$ cat src/rtl/uart_tx_fifo.sv
`default_nettype none
// ============================================================================
//  Module      : uart_tx_fifo
//  Description : Byte FIFO between the core's UART store path and the UART
//                transmitter. Accepts one byte per cycle from the core and
//                drains bytes into the transmitter through its send/busy
//                handshake, with a timeout on the busy acknowledge.
//  Revision    : 1.0 - initial release
// ============================================================================
module uart_tx_fifo #(
    parameter int DEPTH       = 16,
    parameter int ACK_TIMEOUT = 64
) (
    input  logic                       clk,
    input  logic                       rst,
    // core write port
    input  logic                       wr_en,
    input  logic [7:0]                 wr_data,
    output logic                       full,
    output logic                       empty,
    output logic [$clog2(DEPTH):0]     count,
    output logic                       overflow,
    input  logic                       clr_ovf,
    // transmitter drain port
    output logic [7:0]                 tx_data,
    output logic                       tx_send,
    input  logic                       tx_busy,
    output logic                       ack_err
);

    localparam int PTR_W = $clog2(DEPTH);
    localparam int CNT_W = PTR_W + 1;
    localparam int TMO_W = $clog2(ACK_TIMEOUT) + 1;

    // Last counter value seen in ACK before the timeout fires; the increment
    // out of this value is the one that reaches ACK_TIMEOUT.
    localparam logic [TMO_W-1:0] TMO_LAST  = TMO_W'(ACK_TIMEOUT - 1);
    localparam logic [CNT_W-1:0] CNT_FULL  = CNT_W'(DEPTH);

    typedef enum logic [1:0] {
        S_IDLE = 2'd0,
        S_SEND = 2'd1,
        S_ACK  = 2'd2,
        S_DONE = 2'd3
    } state_t;

    // ------------------------------------------------------------------
    // Storage and registered state
    // ------------------------------------------------------------------
    logic [7:0]       mem_q [DEPTH];
    logic [PTR_W-1:0] wr_ptr_q, wr_ptr_d;
    logic [PTR_W-1:0] rd_ptr_q, rd_ptr_d;
    logic [CNT_W-1:0] count_q,  count_d;
    logic             ovf_q,    ovf_d;
    logic [7:0]       tx_data_q, tx_data_d;
    logic             ack_err_q, ack_err_d;
    logic [TMO_W-1:0] tmo_q,    tmo_d;
    state_t           state_q,  state_d;

    // Strobes produced by the drain FSM and the write-accept decode
    logic push;
    logic pop;
    logic load;

    // ------------------------------------------------------------------
    // Status decode from the registered occupancy
    // ------------------------------------------------------------------
    assign full     = (count_q == CNT_FULL);
    assign empty    = (count_q == '0);
    assign count    = count_q;
    assign overflow = ovf_q;
    assign tx_data  = tx_data_q;
    assign ack_err  = ack_err_q;
    assign tx_send  = (state_q == S_SEND);

    // A write is only accepted against the registered full flag, so a pop in
    // the same cycle never frees space for it.
    assign push = wr_en && !full;

    // Drain FSM next-state logic: walks IDLE -> SEND -> ACK -> DONE -> IDLE.
    always_comb begin
        state_d   = state_q;
        tmo_d     = tmo_q;
        ack_err_d = 1'b0;
        load      = 1'b0;
        pop       = 1'b0;
        case (state_q)
            S_IDLE: begin
                if (!empty && !tx_busy) begin
                    state_d = S_SEND;
                    load    = 1'b1;
                end
            end
            S_SEND: begin
                // Head entry leaves the FIFO as the pulse ends; the timeout
                // counter starts from zero on the first ACK cycle.
                pop     = 1'b1;
                tmo_d   = '0;
                state_d = S_ACK;
            end
            S_ACK: begin
                if (tx_busy) begin
                    state_d = S_DONE;
                end else begin
                    tmo_d = tmo_q + TMO_W'(1);
                    if (tmo_q == TMO_LAST) begin
                        // Transmitter never acknowledged; the byte is lost.
                        state_d   = S_IDLE;
                        ack_err_d = 1'b1;
                    end
                end
            end
            S_DONE: begin
                if (!tx_busy) begin
                    state_d = S_IDLE;
                end
            end
            default: begin
                state_d = S_IDLE;
            end
        endcase
    end

    // Datapath next-state: pointers, occupancy, overflow flag, output byte.
    always_comb begin
        wr_ptr_d  = wr_ptr_q;
        rd_ptr_d  = rd_ptr_q;
        count_d   = count_q;
        ovf_d     = ovf_q;
        tx_data_d = tx_data_q;

        if (push) begin
            wr_ptr_d = wr_ptr_q + PTR_W'(1);
        end
        if (pop) begin
            rd_ptr_d = rd_ptr_q + PTR_W'(1);
        end

        case ({push, pop})
            2'b10:   count_d = count_q + CNT_W'(1);
            2'b01:   count_d = count_q - CNT_W'(1);
            default: count_d = count_q;
        endcase

        // A dropped write outranks a simultaneous clear.
        if (wr_en && full) begin
            ovf_d = 1'b1;
        end else if (clr_ovf) begin
            ovf_d = 1'b0;
        end

        // The presented byte is captured as SEND is entered and held until
        // the next transfer starts.
        if (load) begin
            tx_data_d = mem_q[rd_ptr_q];
        end
    end

    // Control and status registers with synchronous reset.
    always_ff @(posedge clk) begin
        if (rst) begin
            state_q   <= S_IDLE;
            wr_ptr_q  <= '0;
            rd_ptr_q  <= '0;
            count_q   <= '0;
            ovf_q     <= 1'b0;
            tx_data_q <= 8'h00;
            ack_err_q <= 1'b0;
            tmo_q     <= '0;
        end else begin
            state_q   <= state_d;
            wr_ptr_q  <= wr_ptr_d;
            rd_ptr_q  <= rd_ptr_d;
            count_q   <= count_d;
            ovf_q     <= ovf_d;
            tx_data_q <= tx_data_d;
            ack_err_q <= ack_err_d;
            tmo_q     <= tmo_d;
        end
    end

    // Buffer array write; contents are meaningless until covered by count.
    always_ff @(posedge clk) begin
        if (push) begin
            mem_q[wr_ptr_q] <= wr_data;
        end
    end

endmodule
`default_nettype wire

$ cat config.mk
export PLATFORM = sky130hd
export DESIGN_NAME = uart_tx_fifo
export DESIGN_NICKNAME = d
export VERILOG_FILES = /design/src/rtl/uart_tx_fifo.sv
export SDC_FILE = /design/constraint.sdc
export NUM_CORES = 1
export LEC_CHECK = 0
export CORE_ASPECT_RATIO = 1.4
export CORE_MARGIN = 1.5
export CORE_UTILIZATION = 25
export CTS_CLUSTER_SIZE = 16
export DETAILED_ROUTE_END_ITERATION = 10
export HOLD_SLACK_MARGIN = 0.05
export MAX_ROUTING_LAYER = met4
export PLACE_DENSITY_LB_ADDON = 0.25
export SYNTH_ARGS = -nofsm -noshare
export SYNTH_HDL_FRONTEND = slang
export SYNTH_SLANG_ARGS = --single-unit
$ cat constraint.sdc
create_clock -name clk -period 3.8 [get_ports clk]
set_input_delay 0.76 -clock clk [delete_from_list [all_inputs] [get_ports clk]]
set_output_delay 0.76 -clock clk [all_outputs]
set_load 0.01 [all_outputs]
==> metrics.md <==
| Metric | Value |
|---|---|
| Drt first pass iters | 4 |
| TritonCTS clock tree | built |
| # nets final | 467 |
| Status | finished, final reports clean |
| DP Cell Count | 750 |
| CTS root buf | clkbuf_16 |
| Initial antenna violation count | 0 |
| Synth Flop Type | edfxtp_1 |
| Hold Crit Class | register to register |
| Post-CTS Setup Inserts | 0 |
| Final wirelength | 14.8 mm |
| Total power | 4.71 mW |
| Die Span X | 141 um |
| Syn-to-layout area delta | 20.8% |
| Vias per std cell | 4.59 |
| Final Non-Filler Cells | 782 |
| Reg2reg setup slack | 690 ps |
| FF+latch area | 4490 sq um |
| Clock buffer count from CTS | 17 |
| Tot GR Track Use | 11.7% |
| Fmax | 0.321 GHz |
| Post-synth EDFFs | 128 |
| YS warnings | 0 |
| Slowest stage delay, CP | 590 ps |
| Max-cap violations | 0 |
| Dominant cells by area after synthesis | edfxtp_1, mux4_2, dfxtp_1 |
| Crit path time final | 3110 ps |
| CTS sink count | 160 |
| Resized Gates After CTS | 0 |
| Fill count | 2545 |
| Top-count cell post-synth | edfxtp_1 |
| Critical-path cell list | or4_4 > o21a_1 > inv_1 > ha_1 > xor2_1 > ha_1 > a21oi_1 > or3_1 > a31oi_1 > mux2_1 |
| Gr ovfl total | 0 |
| Core area | 26100 sq um |
| Share of post-route cells with drive strength above 1 | 23.6% |
| Crit Path Max Fanout | 11 |
| Sequential fraction of the synthesis area | 67.7% |
| Top Ports | 31 |
| CTS clock-pin slew for the worst setup and hold paths | 70 ps |
| CTS H-tree depth | 4 |
| Die ar. | 27500 sq um |
| Pin count of the biggest net entering global routing | 35 |
| Leak Pwr | 2.51 nW |
| Final setup viols | 0 |
| Relative slew slack | 43.0% |
| Detail Route Antenna Nets | 0 |
| Final Util | 30.6% |
| Unrepaired setup endpoints after global routing | no |
| Starting DRT DRC Count | 261 |
| Crit path capture type | register |
| Hold Buf Count CTS | 0 |
| Max Root-Sink Buffers | 2 |
| Final-report hold violation count | 0 |
| Slowest cell on the critical path | or4_4 |
| Worst EP required | 4120 ps |
| Post-synth ARST share | 0% |
| Rows | 70 |
| Die H | 196 um |
| Initial core utilization | 25.4% |
| Mapped Area | 6620 sq um |
| Power Dens Cells | 589 nW/um^2 |
| #FFs+latches synth | 160 |
| Unique masters post-synth | 51 |
| Critical path type | register to register |
| IO Port Bufs | 30 |
| DP HPWL | 9.79 mm |
| Syn Nets | 419 |
| Placer Congestion | 0.761 |
| Area of the multi-input gates | 1970 sq um |
| CP startpoint kind | register |
| Syn Inst Count | 397 |
| First-pass GRT wire length | 22.7 mm |
| Crit share post-route | 81.9% |
| Mean Syn Cell Area | 16.7 sq um |
| Yosys top cell by area | edfxtp_1 |
| Worst path most repeated cell | ha_1 |
| DRC | 0 |
| TNS Setup | 0 ps |
| DR vias | 3592 |
| Post-synth top area share | 58.0% |
| Antenna diodes | 0 |
| Worst slew pin tran | 854 ps |
| Max VDD drop | 0.190 mV |
| Final Skew | 15.8 ps |
| Final Max Tran Viols | 0 |
| Clk_lat worst skew | 430 ps |
| Critical path data arrival time | 3430 ps |
| DR WL/cell | 19.0 um |
| Post-synth top cells | edfxtp_1, dfxtp_1, mux4_2, nor2_1, mux2i_1 |
| Number of global-route vias before repair | 3747 |
-- worst paths after layout --
kind | to | start | cells past startpoint
worst max-delay path | count[4] | count[2] | 10
worst min-delay path | tx_data[2] | tx_data[2] | 2
worst max register to register | count[4] | count[2] | 10
worst min register to register | tx_data[2] | tx_data[2] | 2
-- worst max-delay path: cells and delay by family, from the launching register on --
family | cells | cell delay (ps)
AO/OA/AOI/OAI | 3 | 530
XOR/XNOR | 1 | 190
adder cells (fa/ha/maj) | 2 | 490
buffers and inverters | 1 | 100
flip-flops | 1 | 410
multiplexers | 1 | 330
AND/OR/NAND/NOR | 2 | 960
-- state kept, by name (all words and copies together) (netlist names) --
| name | cells |
|---|---|
| ack_err | 1 |
| count | 5 |
| mem_q | 128 |
| overflow | 1 |
| rd_ptr_q | 4 |
| state_q | 2 |
| tmo_q | 7 |
| tx_data | 8 |
| wr_ptr_q | 4 |
-- final cells by class --
| type | instances | area share, % |
|---|---|---|
| Clock buffer | 22 | 6.18 |
| Clock inverter | 10 | 1.55 |
| Inverter | 7 | 0.329 |
| Multi-Input combinational cell | 203 | 24.6 |
| Sequential cell | 160 | 56.1 |
| Tap cell | 324 | 5.07 |
| Timing Repair Buffer | 56 | 6.20 |
-- cell usage in the layout, fill, tap and decap left out, types with 2 or more instances in the layout --
| cell | count |
|---|---|
| nand2_1 | 14 |
| bufinv_16 | 2 |
| clkbuf_8 | 5 |
| o211ai_1 | 3 |
| or3_1 | 3 |
| xor2_1 | 7 |
| o221ai_2 | 8 |
| nand3b_1 | 10 |
| inv_1 | 6 |
| clkdlybuf4s50_1 | 30 |
| clkinvlp_4 | 2 |
| nor2_1 | 31 |
| nor4_1 | 2 |
| buf_4 | 26 |
| mux2i_1 | 19 |
| a32oi_1 | 2 |
| ha_1 | 9 |
| mux2_2 | 3 |
| nand2b_1 | 3 |
| or3b_1 | 2 |
| dfxtp_1 | 31 |
| a21oi_1 | 11 |
| o21ai_0 | 5 |
| edfxtp_1 | 128 |
| nand3_1 | 2 |
| nor3_1 | 7 |
| xnor2_1 | 4 |
| clkinv_4 | 2 |
| nor2b_1 | 5 |
| mux4_2 | 32 |
| nor4b_1 | 2 |
| clkbuf_16 | 17 |
| inv_6 | 3 |
-- stage by stage --
| stage | hold slack (ps) | area, sq um | worst slack, ps |
|---|---|---|---|
| floorplan | 493 | 6620 | 686 |
| global placement | 515 | 7380 | 428 |
| detailed placement | 525 | 7380 | 398 |
| CTS | 548 | 8000 | 690 |
| global route | 580 | 8000 | 478 |
| finish | 540 | 8000 | 688 |
-- report_power, final --
part           switching, mW  internal [mW]  total [mW]
registers              0.152           1.98        2.13
clock network          0.689           1.06        1.75
logic                  0.386          0.440       0.825
-- cell families after synthesis --
group | count (synthesis) | synth area share (%)
flops | 160 | 67.7
compound gates | 40 | 5.10
mux | 55 | 14.4
buf+inv | 34 | 2.57
fa+ha+maj | 9 | 1.70
xor+xnor | 11 | 1.45
simple gates | 88 | 7.01
-- routing by layer --
metal  global-route usage (%)  vias up  wire, um  share of wire (%)
met5                        -        -         0                  0
met4                     4.32        0       189                1.3
met3                     2.65       10       498                3.4
met2                     19.8       65      7800                 53
met1                     13.7     1869      6330                 43
li1                         -     1648         -                  -
Power figures use the tool's default switching activity.
==> patch 1: new RTL, same flow settings <==
Set the parameter `DEPTH` to 64 (it was 16).
--- a/src/rtl/uart_tx_fifo.sv
+++ b/src/rtl/uart_tx_fifo.sv
@@ -8,7 +8,7 @@
 //  Revision    : 1.0 - initial release
 // ============================================================================
 module uart_tx_fifo #(
-    parameter int DEPTH       = 16,
+    parameter int DEPTH       = 64,
     parameter int ACK_TIMEOUT = 64
 ) (
     input  logic                       clk,
Ports: changed (resized count); port bits go from 31 to 33. The function was not compared with the original's and may differ.
==> patch 1 against the original RTL <==
Clock power grew to 2.8 times the old value; via count grew to 3.1 times the old value; sequential cell count grew 390; sequential power grew to 3.2 times the old value; total power rose to 2.9 times the old value; area after synthesis rose to 3.3 times the old value; routed wire length rose to 3.8 times the old value; worst setup slack worse by 170 ps; critical path type unchanged; highest routed layer unchanged; cell area increased to 3.2 times the old value.
==> patch 1: results (changes against the original RTL) <==
- Status: finished, final reports clean (unchanged)
- Fin Hold WS: 494 ps (was 540 ps)
- Hold Crit Start: tmo_q[6]$_SDFFE_PP0P_ (was tx_data[2]$_SDFFE_PP0P_)
- Worst flop-to-flop path endpoint: count[6]$_SDFFE_PP0P_ (was count[4]$_SDFFE_PP0P_)
- Sequential share of cell area: 0.627 (was 0.561)
- Largest register FFs: 512 (was 128)
- Total sequential power: 0.00691 W (was 0.00213 W)
- P_int: 0.0104 W (was 0.00348 W)
- Largest net degree at the start of global routing: 48 (was 35)
- GRT Total Usage: 0.129 (was 0.117)
- GR Util met2: 0.231 (was 0.198)
- Most instantiated cells after synthesis: edfxtp_1, nor2_1, mux2i_1 (was edfxtp_1, dfxtp_1, mux4_2)
- CTS Sinks: 550 (was 160)
- EDFF count, synth: 512 (was 128)
- CTS H-tree depth: 2 (was 4)
- FF/Latch Area: 16100 um^2 (was 4490 um^2)
- Worst slew margin: 0.306 (was 0.430)
- Post-DP HPWL: 36.5 mm (was 9.79 mm)
- Sw frac: 0.249 (was 0.261)
- GR Util met3: 0.0156 (was 0.0265)
- Routed WL: 56.0 mm (was 14.8 mm)
- Clk_lat worst skew: 610 ps (was 430 ps)
- Metal3 WL: 1.70 mm (was 498 um)
- End point of the critical path: count[6]$_SDFFE_PP0P_ (was count[4]$_SDFFE_PP0P_)
- Post-place instance area: 24200 um^2 (was 7380 um^2)
- Post-placement cell count: 2442 (was 750)
- Final Wtd Congestion: 0.826 (was 0.761)
- Non-CTS buffers: 152 (was 56)
- First-iteration detailed-routing DRC count: 646 (was 261)
- Maximum vdd drop: 0.319 mV (was 0.190 mV)
- Crit. Startpoint: count[0]$_SDFFE_PP0P_ (was count[2]$_SDFFE_PP0P_)
- Ant diodes: 2 (was 0)
[patch 1: cell count changes in the layout (fill, tap and decap cells not counted), sizes merged, moves of 17 or more]
cell | unedited run | this run
edfxtp | 128 | 512
buf | 26 | 128
nor2 | 31 | 100
mux2i | 19 | 83
mux4 | 32 | 90
clkbuf | 22 | 68
a211oi | 1 | 26
o22ai | 1 | 20
a21oi | 11 | 29
clkinv | 4 | 21
[patch 1: cell families (layout without fill, tap and decap cells)]
family,count (synthesis),after routing,synth area share
and+or+nand+nor,201,201,0.0429
buffers and inverters,75,251,0.0197
other,0,2,0
adders and majority gates,6,6,0.00343
AOI/OAI and AO/OA,152,152,0.0493
DFF,550,550,0.737
muxes,187,187,0.140
xor gates and xnor gates,19,19,0.00760
[patch 1: worst max-delay path, cell delays in order (launching register included)]
cell	delay, ps
dfxtp_1	370
nor4_1	600
a31oi_2	190
inv_1	140
ha_1	200
xor2_1	80
ha_1	200
a21oi_1	250
and3b_1	220
a221oi_1	340
a221oi_1	150
or3_1	340
a21oi_1	140
==> patch 2: new RTL, same flow settings <==
Without the edit above. Take the reset off `tx_data_q` and load it in a clocked block of its own.
--- a/src/rtl/uart_tx_fifo.sv
+++ b/src/rtl/uart_tx_fifo.sv
@@ -164,7 +164,6 @@
             rd_ptr_q  <= '0;
             count_q   <= '0;
             ovf_q     <= 1'b0;
-            tx_data_q <= 8'h00;
             ack_err_q <= 1'b0;
             tmo_q     <= '0;
         end else begin
@@ -173,10 +172,13 @@
             rd_ptr_q  <= rd_ptr_d;
             count_q   <= count_d;
             ovf_q     <= ovf_d;
-            tx_data_q <= tx_data_d;
             ack_err_q <= ack_err_d;
             tmo_q     <= tmo_d;
         end
+    end
+
+    always_ff @(posedge clk) begin
+        tx_data_q <= tx_data_d;
     end
 
     // Buffer array write; contents are meaningless until covered by count.
Check against the original RTL: differs if rst is asserted again (counterexample within 4 cycles, from zero or initial values and one cycle with rst high); with rst held inactive, the same outputs for 10 cycles.
==> patch 2 against the original RTL <==
Worst setup slack better by 87 ps; hold slack got worse by 27 ps; combinational power decreased by 9.5%; sequential power about the same; fmax is 2.9% higher; utilization shrank 0.31 points; sequential cell count unchanged; total power down 4.1%; first-iteration DRC count is 26% lower; cell area fell by 1.3%; via count fell by 5.1%; area after synthesis decreased by 0.55%; routed wire length fell by 3.6%; largest cell class unchanged; highest routed layer unchanged.
==> patch 2: results (changes against the original RTL) <==
- Status: finished, final reports clean (unchanged)
- Adder-Cell Fraction of Synth Area: 0.0171 (was 0.0170)
- Critical-path top delay cell: dfxtp_1 (was or4_4)
- Reg power frac: 0.472 (was 0.453)
- Hold EP: ack_err$_SDFF_PP0_ (was tx_data[2]$_SDFFE_PP0P_)
- Maximum vdd drop: 0.216 mV (was 0.190 mV)
- ClkCell Share: 0.0720 (was 0.0773)
- Synth area leaders: edfxtp_1, mux4_1, dfxtp_1 (was edfxtp_1, mux4_2, dfxtp_1)
- Sw frac: 0.271 (was 0.261)
- Wirelength per Cell: 19.1 um (was 19.0 um)
- First-pass GRT wire length: 21.5 mm (was 22.7 mm)
- Slowest stage delay, CP: 660 ps (was 590 ps)
- Worst-case register-to-register setup slack: 910 ps (was 690 ps)
- Number of global-route vias before repair: 3476 (was 3747)
- Non-CTS buffers: 49 (was 56)
- Synth Area in Compound Gates: 0.0298 (was 0.0510)
- FF/Latch Area: 4570 um^2 (was 4490 um^2)
- Share of layout cells above drive strength 1: 0.162 (was 0.236)
- Met2 Routed Length: 7.20 mm (was 7.80 mm)
- Cells on worst reg2reg path: 9 (was 10)
- Cell family with most CP delay: buffers and inverters (was simple AND/OR/NAND/NOR gates)
- Largest net degree at the start of global routing: 36 (was 35)
- Synth Area in XOR/XNOR: 0.0160 (was 0.0146)
- WHS Path Cells: 1 (was 2)
- Net Sw Power: 0.00123 W (about the same)
- CP arrival: 2260 ps (was 3430 ps)
- Met1 wire length: 6.34 mm (was 6.33 mm)
- Post-DP HPWL: 8.78 mm (was 9.79 mm)
- Pre-CTS WS: 557 ps (was 398 ps)
- Filler Cell Count: 2537 (was 2545)
- Count of different cell masters after synthesis: 44 (was 51)
- Metal3 WL: 493 um (was 498 um)
- Total number of vias: 3408 (was 3592)
- Crit Path Max Fanout: 18 (was 11)
- GRT Total Usage: 0.112 (was 0.117)
- Drt via density: 4.55 (was 4.59)
- Most instantiated cells after synthesis: edfxtp_1, nor2_1, mux4_1 (was edfxtp_1, dfxtp_1, mux4_2)
- Fin Hold WS: 513 ps (was 540 ps)
- Multi-input logic portion of the cell area: 0.238 (was 0.246)
- Gate Count Post-Synth: 365 (was 397)
- Hold Crit Start: tmo_q[6]$_SDFFE_PP0P_ (was tx_data[2]$_SDFFE_PP0P_)
- Power Combinational: 0.000747 W (was 0.000825 W)
- Multi-input gates: 175 (was 203)
- Mapped Nets: 387 (was 419)
- Worst R2R Start: state_q[1]$_SDFFE_PP0P_ (was count[2]$_SDFFE_PP0P_)
- Nets: 434 (was 467)
- Design Area, Final: 7890 um^2 (was 8000 um^2)
- Die area: 27300 um^2 (was 27500 um^2)
- Final Skew: 7.38 ps (was 15.8 ps)
- Leak: 2.54 nW (was 2.51 nW)
- Worst slew margin: 0.332 (was 0.430)
-- patch 2: cell count changes after synthesis, sizes merged, moves of 3 or more --
cell    before  now
nand3b      10    2
mux4        32   40
nand2b       3    6
nand3        2    5
o221ai       8    0
buf         14    7
dfxtp       32   24
mux2i       19    3
edfxtp     128  136
o21ai        6    2
a31oi        1    4
-- patch 2: worst max-delay path by stage --
stage,startpoint,to,slack [ps],depth (start not counted)
floorplan,count[1]$_SDFFE_PP0P_,count[4]$_SDFFE_PP0P_,940,12
global placement,wr_en,count[4]$_SDFFE_PP0P_,590,10
detailed placement,wr_en,count[4]$_SDFFE_PP0P_,560,10
CTS,state_q[1]$_SDFFE_PP0P_,tx_send,750,3
global route,state_q[1]$_SDFFE_PP0P_,tx_send,660,3
finish,state_q[1]$_SDFFE_PP0P_,tx_send,780,3
-- patch 2: per-layer routing --
metal  GRT usage  vias to the layer above
met5           -                        -
met4      0.0441                        0
met3      0.0233                       19
met2       0.185                       75
met1       0.136                     1763
li1            -                     1551
